File: config.mk
export PLATFORM = sky130hd
export DESIGN_NAME = char_fetch_arbiter
export DESIGN_NICKNAME = d
export VERILOG_FILES = /design/src/rtl/char_pkg.sv /design/src/rtl/char_palette_lut.sv /design/src/rtl/char_fetch_arbiter.sv
export SDC_FILE = /design/constraint.sdc
export NUM_CORES = 1
export LEC_CHECK = 0
export BUFFER_PORTS_ARGS = -buffer_cell sky130_fd_sc_hd__buf_2
export CORE_MARGIN = 2
export CORE_UTILIZATION = 48
export CTS_BUF_LIST = sky130_fd_sc_hd__clkbuf_8
export CTS_CLUSTER_DIAMETER = 150
export DETAILED_ROUTE_END_ITERATION = 8
export GPL_ROUTABILITY_DRIVEN = 0
export HOLD_SLACK_MARGIN = 0.05
export PLACE_DENSITY = 0.8
export SETUP_SLACK_MARGIN = 0.02
export SKIP_LAST_GASP = 1
export SYNTH_ARGS = -nofsm -noshare
export SYNTH_HDL_FRONTEND = slang
export SYNTH_SLANG_ARGS = --single-unit
File: constraint.sdc
create_clock -name Clk -period 1.45 [get_ports Clk]
set_input_delay 0.145 -clock Clk [delete_from_list [all_inputs] [get_ports Clk]]
set_output_delay 0.145 -clock Clk [all_outputs]
set_load 0.03 [all_outputs]
File: src/rtl/char_pkg.sv
// Shared constants, types and recolour helper for the character fetch arbiter.
// Palette, sprite geometry and requester identity live here.
package char_pkg;

  localparam int ADDR_W = 12;
  localparam int SPRITE_W = 44;
  localparam int SPRITE_H = 65;
  localparam int MEM_DEPTH = SPRITE_W * SPRITE_H;
  localparam logic [3:0] TRANSPARENT_IDX = 4'd1;

  typedef enum logic {
    REQ_PLAYER = 1'b0,
    REQ_NPC    = 1'b1
  } req_e;

  // Entry 0 first; index 15 is unpopulated.
  localparam logic [0:14][23:0] PALETTE = {
    24'h282828, 24'hfba500, 24'h1e3791, 24'hd8c8a0,
    24'h664911, 24'hf0c8a0, 24'ha07850, 24'hffffff,
    24'h3c7c3c, 24'hc03030, 24'hffd700, 24'h5a5a5a,
    24'h850305, 24'h2050c0, 24'h101010
  };

  function automatic logic [3:0] npc_recolour(input logic [3:0] idx);
    logic [3:0] r;
    r = idx;
    if (idx == 4'd2) r = 4'd12;
    else if (idx == 4'd12) r = 4'd2;
    return r;
  endfunction

endpackage

File: src/rtl/char_palette_lut.sv
// Palette lookup: 4-bit index plus requester identity to RGB and pixel-on.
// The NPC robe/medallion swap is applied before lookup.
module char_palette_lut
  import char_pkg::*;
#(
  parameter logic [3:0] TRANSP_IDX = TRANSPARENT_IDX
) (
  input  logic [3:0]  i_idx,
  input  logic        i_is_npc,
  output logic [23:0] o_pixel,
  output logic        o_pixel_on
);

  logic [3:0]        w_idx;
  logic [0:15][23:0] w_pal;

  assign w_pal      = {PALETTE, 24'h000000};
  assign w_idx      = i_is_npc ? npc_recolour(i_idx) : i_idx;
  assign o_pixel    = w_pal[w_idx];
  assign o_pixel_on = (w_idx != TRANSP_IDX);

endmodule

File: src/rtl/char_fetch_arbiter.sv
// Round-robin arbiter sharing one sprite memory port between Player and NPC.
// Optional grant/conflict counters under CHAR_ARB_STATS_EN.
module char_fetch_arbiter #(
  parameter int         ADDR_W          = char_pkg::ADDR_W,
  parameter int         MEM_DEPTH       = char_pkg::MEM_DEPTH,
  parameter logic [3:0] TRANSPARENT_IDX = char_pkg::TRANSPARENT_IDX
) (
  input  logic              Clk,
  input  logic              Reset_n,
  input  logic              player_valid,
  input  logic [ADDR_W-1:0] player_addr,
  output logic              player_ready,
  input  logic              npc_valid,
  input  logic [ADDR_W-1:0] npc_addr,
  output logic              npc_ready,
  output logic              mem_en,
  output logic [ADDR_W-1:0] mem_addr,
  input  logic [3:0]        mem_data,
  output logic              player_rsp_valid,
  output logic [23:0]       player_pixel,
  output logic              player_pixel_on,
  output logic              npc_rsp_valid,
  output logic [23:0]       npc_pixel,
  output logic              npc_pixel_on
`ifdef CHAR_ARB_STATS_EN
  ,
  input  logic              frame_start,
  output logic [15:0]       player_grants,
  output logic [15:0]       npc_grants,
  output logic [15:0]       conflicts
`endif
);

  char_pkg::req_e    r_rr_ptr;
  logic              r_s1_vld;
  char_pkg::req_e    r_s1_own;
  logic              r_s1_oor;
  logic              r_s2_vld;
  char_pkg::req_e    r_s2_own;
  logic              r_s2_oor;
  logic [3:0]        r_s2_data;
  logic              r_p_vld;
  logic [23:0]       r_p_pix;
  logic              r_p_on;
  logic              r_n_vld;
  logic [23:0]       r_n_pix;
  logic              r_n_on;

  logic              w_gnt_p;
  logic              w_gnt_n;
  logic              w_acc;
  logic [ADDR_W-1:0] w_addr;
  logic              w_in_rng;
  logic [23:0]       w_pix;
  logic              w_on;

  // Reset gating keeps the port quiet while held in reset.
  assign w_gnt_p = Reset_n & player_valid
                 & (~npc_valid | (r_rr_ptr == char_pkg::REQ_PLAYER));
  assign w_gnt_n = Reset_n & npc_valid
                 & (~player_valid | (r_rr_ptr == char_pkg::REQ_NPC));
  assign w_acc    = w_gnt_p | w_gnt_n;
  assign w_addr   = w_gnt_n ? npc_addr : player_addr;
  assign w_in_rng = (int'(w_addr) < MEM_DEPTH);

  assign player_ready = w_gnt_p;
  assign npc_ready    = w_gnt_n;
  assign mem_en       = w_acc & w_in_rng;
  assign mem_addr     = (w_acc & w_in_rng) ? w_addr : '0;

  char_palette_lut #(
    .TRANSP_IDX (TRANSPARENT_IDX)
  ) u_lut (
    .i_idx      (r_s2_data),
    .i_is_npc   (r_s2_own == char_pkg::REQ_NPC),
    .o_pixel    (w_pix),
    .o_pixel_on (w_on)
  );

  always_ff @(posedge Clk or negedge Reset_n) begin
    if (!Reset_n) begin
      r_rr_ptr  <= char_pkg::REQ_PLAYER;
      r_s1_vld  <= 1'b0;
      r_s1_own  <= char_pkg::REQ_PLAYER;
      r_s1_oor  <= 1'b0;
      r_s2_vld  <= 1'b0;
      r_s2_own  <= char_pkg::REQ_PLAYER;
      r_s2_oor  <= 1'b0;
      r_s2_data <= 4'd0;
      r_p_vld   <= 1'b0;
      r_p_pix   <= 24'h0;
      r_p_on    <= 1'b0;
      r_n_vld   <= 1'b0;
      r_n_pix   <= 24'h0;
      r_n_on    <= 1'b0;
    end else begin
      if (w_acc)
        r_rr_ptr <= w_gnt_p ? char_pkg::REQ_NPC : char_pkg::REQ_PLAYER;
      r_s1_vld  <= w_acc;
      r_s1_own  <= w_gnt_n ? char_pkg::REQ_NPC : char_pkg::REQ_PLAYER;
      r_s1_oor  <= w_acc & ~w_in_rng;
      r_s2_vld  <= r_s1_vld;
      r_s2_own  <= r_s1_own;
      r_s2_oor  <= r_s1_oor;
      r_s2_data <= mem_data;
      r_p_vld   <= r_s2_vld & (r_s2_own == char_pkg::REQ_PLAYER);
      r_n_vld   <= r_s2_vld & (r_s2_own == char_pkg::REQ_NPC);
      if (r_s2_vld && r_s2_own == char_pkg::REQ_PLAYER) begin
        r_p_pix <= r_s2_oor ? 24'h0 : w_pix;
        r_p_on  <= r_s2_oor ? 1'b0 : w_on;
      end
      if (r_s2_vld && r_s2_own == char_pkg::REQ_NPC) begin
        r_n_pix <= r_s2_oor ? 24'h0 : w_pix;
        r_n_on  <= r_s2_oor ? 1'b0 : w_on;
      end
    end
  end

  assign player_rsp_valid = r_p_vld;
  assign player_pixel     = r_p_pix;
  assign player_pixel_on  = r_p_on;
  assign npc_rsp_valid    = r_n_vld;
  assign npc_pixel        = r_n_pix;
  assign npc_pixel_on     = r_n_on;

`ifdef CHAR_ARB_STATS_EN
  logic [15:0] r_pg;
  logic [15:0] r_ng;
  logic [15:0] r_cf;

  // Frame clear takes priority over a same-cycle increment.
  always_ff @(posedge Clk or negedge Reset_n) begin
    if (!Reset_n) begin
      r_pg <= 16'h0;
      r_ng <= 16'h0;
      r_cf <= 16'h0;
    end else if (frame_start) begin
      r_pg <= 16'h0;
      r_ng <= 16'h0;
      r_cf <= 16'h0;
    end else begin
      if (w_gnt_p && r_pg != 16'hFFFF)
        r_pg <= r_pg + 16'd1;
      if (w_gnt_n && r_ng != 16'hFFFF)
        r_ng <= r_ng + 16'd1;
      if (player_valid && npc_valid && r_cf != 16'hFFFF)
        r_cf <= r_cf + 16'd1;
    end
  end

  assign player_grants = r_pg;
  assign npc_grants    = r_ng;
  assign conflicts     = r_cf;
`endif

endmodule
==> summary.txt <==
Routing
  • Pre-antenna DRT Iters: 5
  • Average wire per standard cell: between 15 and 20 um
  • Final ANT Viol Nets: 0
  • Vias per cell: just under 6
  • Routed wire length: ~12 mm
  • DR vias: about 3500
  • # DRC: 0
  • DR iter-0 viols: approximately 280

Timing
  • Final setup vio count: approximately 50
  • Final worst path period need: between 1500 and 2000 ps
  • Hold Fails Final Rpt: 0
  • Worst setup margin: -365 ps
  • Fmax: around 0.55 GHz
  • Worst slew margin: 0.489
  • Final Max Tran Viols: 0
  • Layout Skew: 14.2 ps
  • Slew @ Worst Pin: around 770 ps
  • Tcrit/Tclk final: 1.25
  • RSZ-0062 raised after global routing: yes

Die
  • Die Y: roughly 85 um
  • IO Count: 99
  • Die ar.: between 0.007 and 0.008 mm2
  • Initial Utilization: 0.494
  • Row count: 29
  • Die X: between 80 and 90 um
  • Core ar.: roughly 0.0063 mm2

Clocking
  • Clock slew at reported path FFs: ~80 ps
  • Cts bufs inserted: 9
  • H-tree levels: 3
  • Clock sinks: between 60 and 70
  • Clock tree buffer depth: 2
  • Clk_lat worst skew: 360 ps
  • Root Driver: clkbuf_8
  • CTS tree: done

Run
  • Max-cap violation count: 0

Synthesis
  • Post-synth EDFFs: 0
  • Top-count cell post-synth: dfrtp_1
  • Net Count, Synth: 365
  • Top FF cell, synth: dfrtp_1
  • Sequential fraction of the synthesis area: 0.503
  • Post-Syn Area: around 0.0031 mm2
  • Synth top area share: 0.503
  • #FFs+latches synth: 63
  • Synthesized instance count: between 300 and 400
  • Cell variety after synth: between 50 and 60
  • Yosys warnings: 0
  • Top post-synthesis cells by count: dfrtp_1, nand2_1, o21ai_0
  • Area leader, netlist: dfrtp_1
  • Synth area leaders: dfrtp_1, nand2_1, o21ai_0
  • Synthesized area per cell: about 9.4 um2
  • Ys async rst share: 1.00

Worst setup path
  • Buf/Inv on CP: 2
  • Worst reg2reg path depth: 5
  • Crit path max fanout: 5
  • Top Family by Delay on Critical Path: flip-flops
  • Worst-path cell chain: nand2b_4 -> nand2_4 -> clkinv_4 -> nand4_1 -> a311oi_4 -> buf_6
  • Worst path slowest cell: dfrtp_1
  • R2r endpoint: npc_pixel[20]$_DFFE_PN0P_
  • Crit path DAT: between 1500 and 2000 ps
  • Worst reg-to-reg setup slack: -130 ps
  • Critical path type: flop to primary output
  • Critical Path RT: between 1000 and 1500 ps
  • Crit end category: primary output
  • Largest stage delay on the critical path: about 400 ps
  • CP Launch Type: flop
  • FF-to-FF Start: r_s2_data[2]$_DFF_PN0_

GRT
  • Pin count of the biggest net entering global routing: 63
  • GRT overflow: 0
  • Initial antenna violation count: 0
  • First-pass GRT wire length: 15.7 mm
  • Vias in the first global route: between 3000 and 4000
  • Tot GR Track Use: 0.281

Worst hold path
  • HP Class: input port to async pin

Power and ir drop
  • Cell Pwr Density: around 1300 mW/mm2
  • Maximum vdd drop: 0.00129 V
  • Total power: between 6 and 7 mW
  • Lkg Pwr: about 2.5 nW

Placement
  • IO Port Bufs: 98
  • Placed Cells incl. Taps: between 500 and 600
  • Post-DP HPWL: about 6.2 mm

Finish
  • Syn-to-layout area delta: 62.5%
  • Share of cells above drive strength 1: 0.560
  • Layout Nets: between 500 and 600
  • Antenna diodes: 0
  • Fin cells: about 580

Run status
  • Failing checks: setup timing
  • Status: finished with violations
## worst register-to-register path: stages, from the launching register on
cell and delay (ps):
dfrtp_2 480, buf_12 170, or2b_4 280, a21oi_1 230
nand3b_1 210, a22o_1 150
## cells by family (layout without fill, tap and decap cells)
group                  count (synthesis)  after routing  share of synthesized area
AO/OA/AOI/OAI                        113            113                      0.227
XOR/XNOR                               2              2                    0.00559
buffers and inverters                 32            201                     0.0563
flip-flops                            63             63                      0.503
multiplexers                          11             11                     0.0395
AND/OR/NAND/NOR                      112            112                      0.168
## how the worst max path moves through the flow
stage                                    to                   start  cells after the start
2_1_floorplan                   mem_addr[4]    r_rr_ptr$_DFFE_PN0P_                      5
3_3_place_gp   player_pixel[10]$_DFFE_PN0P_  r_s2_data[2]$_DFF_PN0_                      6
3_5_place_dp   player_pixel[10]$_DFFE_PN0P_  r_s2_data[2]$_DFF_PN0_                      6
4_1_cts                         mem_addr[4]    r_rr_ptr$_DFFE_PN0P_                      5
5_1_grt                         mem_addr[4]    r_rr_ptr$_DFFE_PN0P_                      6
6_report                        mem_addr[4]    r_rr_ptr$_DFFE_PN0P_                      6
## what timing repair did
action,CTS,global route
pin swaps,22,40
endpoints found under the setup margin,51,66
hold buffers,5,0
endpoints found under the hold margin,5,0
gates cloned,3,2
resized for setup,83,72
buffers inserted,5,11
## placed cells by master, fill, tap and decap left out, types with 3 or more instances in the layout
cell type / netlist / final
a21oi_1: 23 / 10
buf_12: 0 / 4
nand2_1: 58 / 53
a22o_1: 12 / 12
bufinv_16: 0 / 3
dfrtp_1: 63 / 58
mux2_4: 1 / 4
nor2_1: 15 / 4
o21ai_1: 11 / 30
buf_6: 5 / 18
buf_2: 3 / 84
nand2_4: 0 / 4
dfrtp_2: 0 / 5
nand2b_4: 0 / 4
o21ai_0: 35 / 7
buf_16: 0 / 3
dlygate4sd3_1: 0 / 5
o21ai_2: 0 / 9
o211ai_1: 3 / 3
inv_1: 9 / 8
mux2_2: 7 / 4
nand3_1: 4 / 4
nor2_4: 0 / 5
nand2_2: 4 / 5
nor2_2: 0 / 6
a21oi_2: 0 / 12
clkbuf_8: 0 / 9
buf_4: 4 / 57
o21bai_1: 5 / 3
## power by group
| part | switching [mW] | internal (mW) |
|---|---|---|
| registers | 0.196 | 2.06 |
| logic | 1.40 | 0.825 |
| clock network | 0.755 | 1.15 |
| total | 2.35 | 4.03 |
## sequential cells by signal (all words and copies together), names as in the netlist
name / count
npc_pixel: 24
player_pixel: 24
r_s2_data: 4
npc_pixel_on: 1
npc_rsp_valid: 1
player_pixel_on: 1
player_rsp_valid: 1
r_rr_ptr: 1
r_s1_oor: 1
r_s1_own: 1
r_s1_vld: 1
r_s2_oor: 1
r_s2_own: 1
r_s2_vld: 1
## cell type report
cell class | count | area (um2)
multi-input cells | 238 | 1810
flip-flops and latches | 63 | 1580
repair buffers | 173 | 1300
fillers | 359 | 1260
clock buffers | 9 | 124
clock inverters | 7 | 120
well taps | 77 | 96.3
inverters | 11 | 50.0
repair inverters | 1 | 5.00
## routing by layer
layer,vias to the layer above,global-route usage,wire length (um)
met2,225,0.493,5790
met5,-,0,0
li1,1507,-,-
met3,68,0.0560,786
met1,1654,0.328,4210
met4,0,0.136,751
## metrics by stage
stage,worst slack (ps),hold WS (ps),setup TNS (ps),utilization,cell area (um2)
2_1_floorplan,-80.1,-151,-185,-,3210
3_3_place_gp,-118,110,-1750,0.643,4080
3_5_place_dp,-148,110,-3320,0.643,4080
4_1_cts,-373,68.9,-5130,0.749,4760
5_1_grt,-456,116,-8860,0.802,5090
6_report,-365,33.1,-6760,0.802,5090
Note: power is estimated with default switching activity, not from simulation.
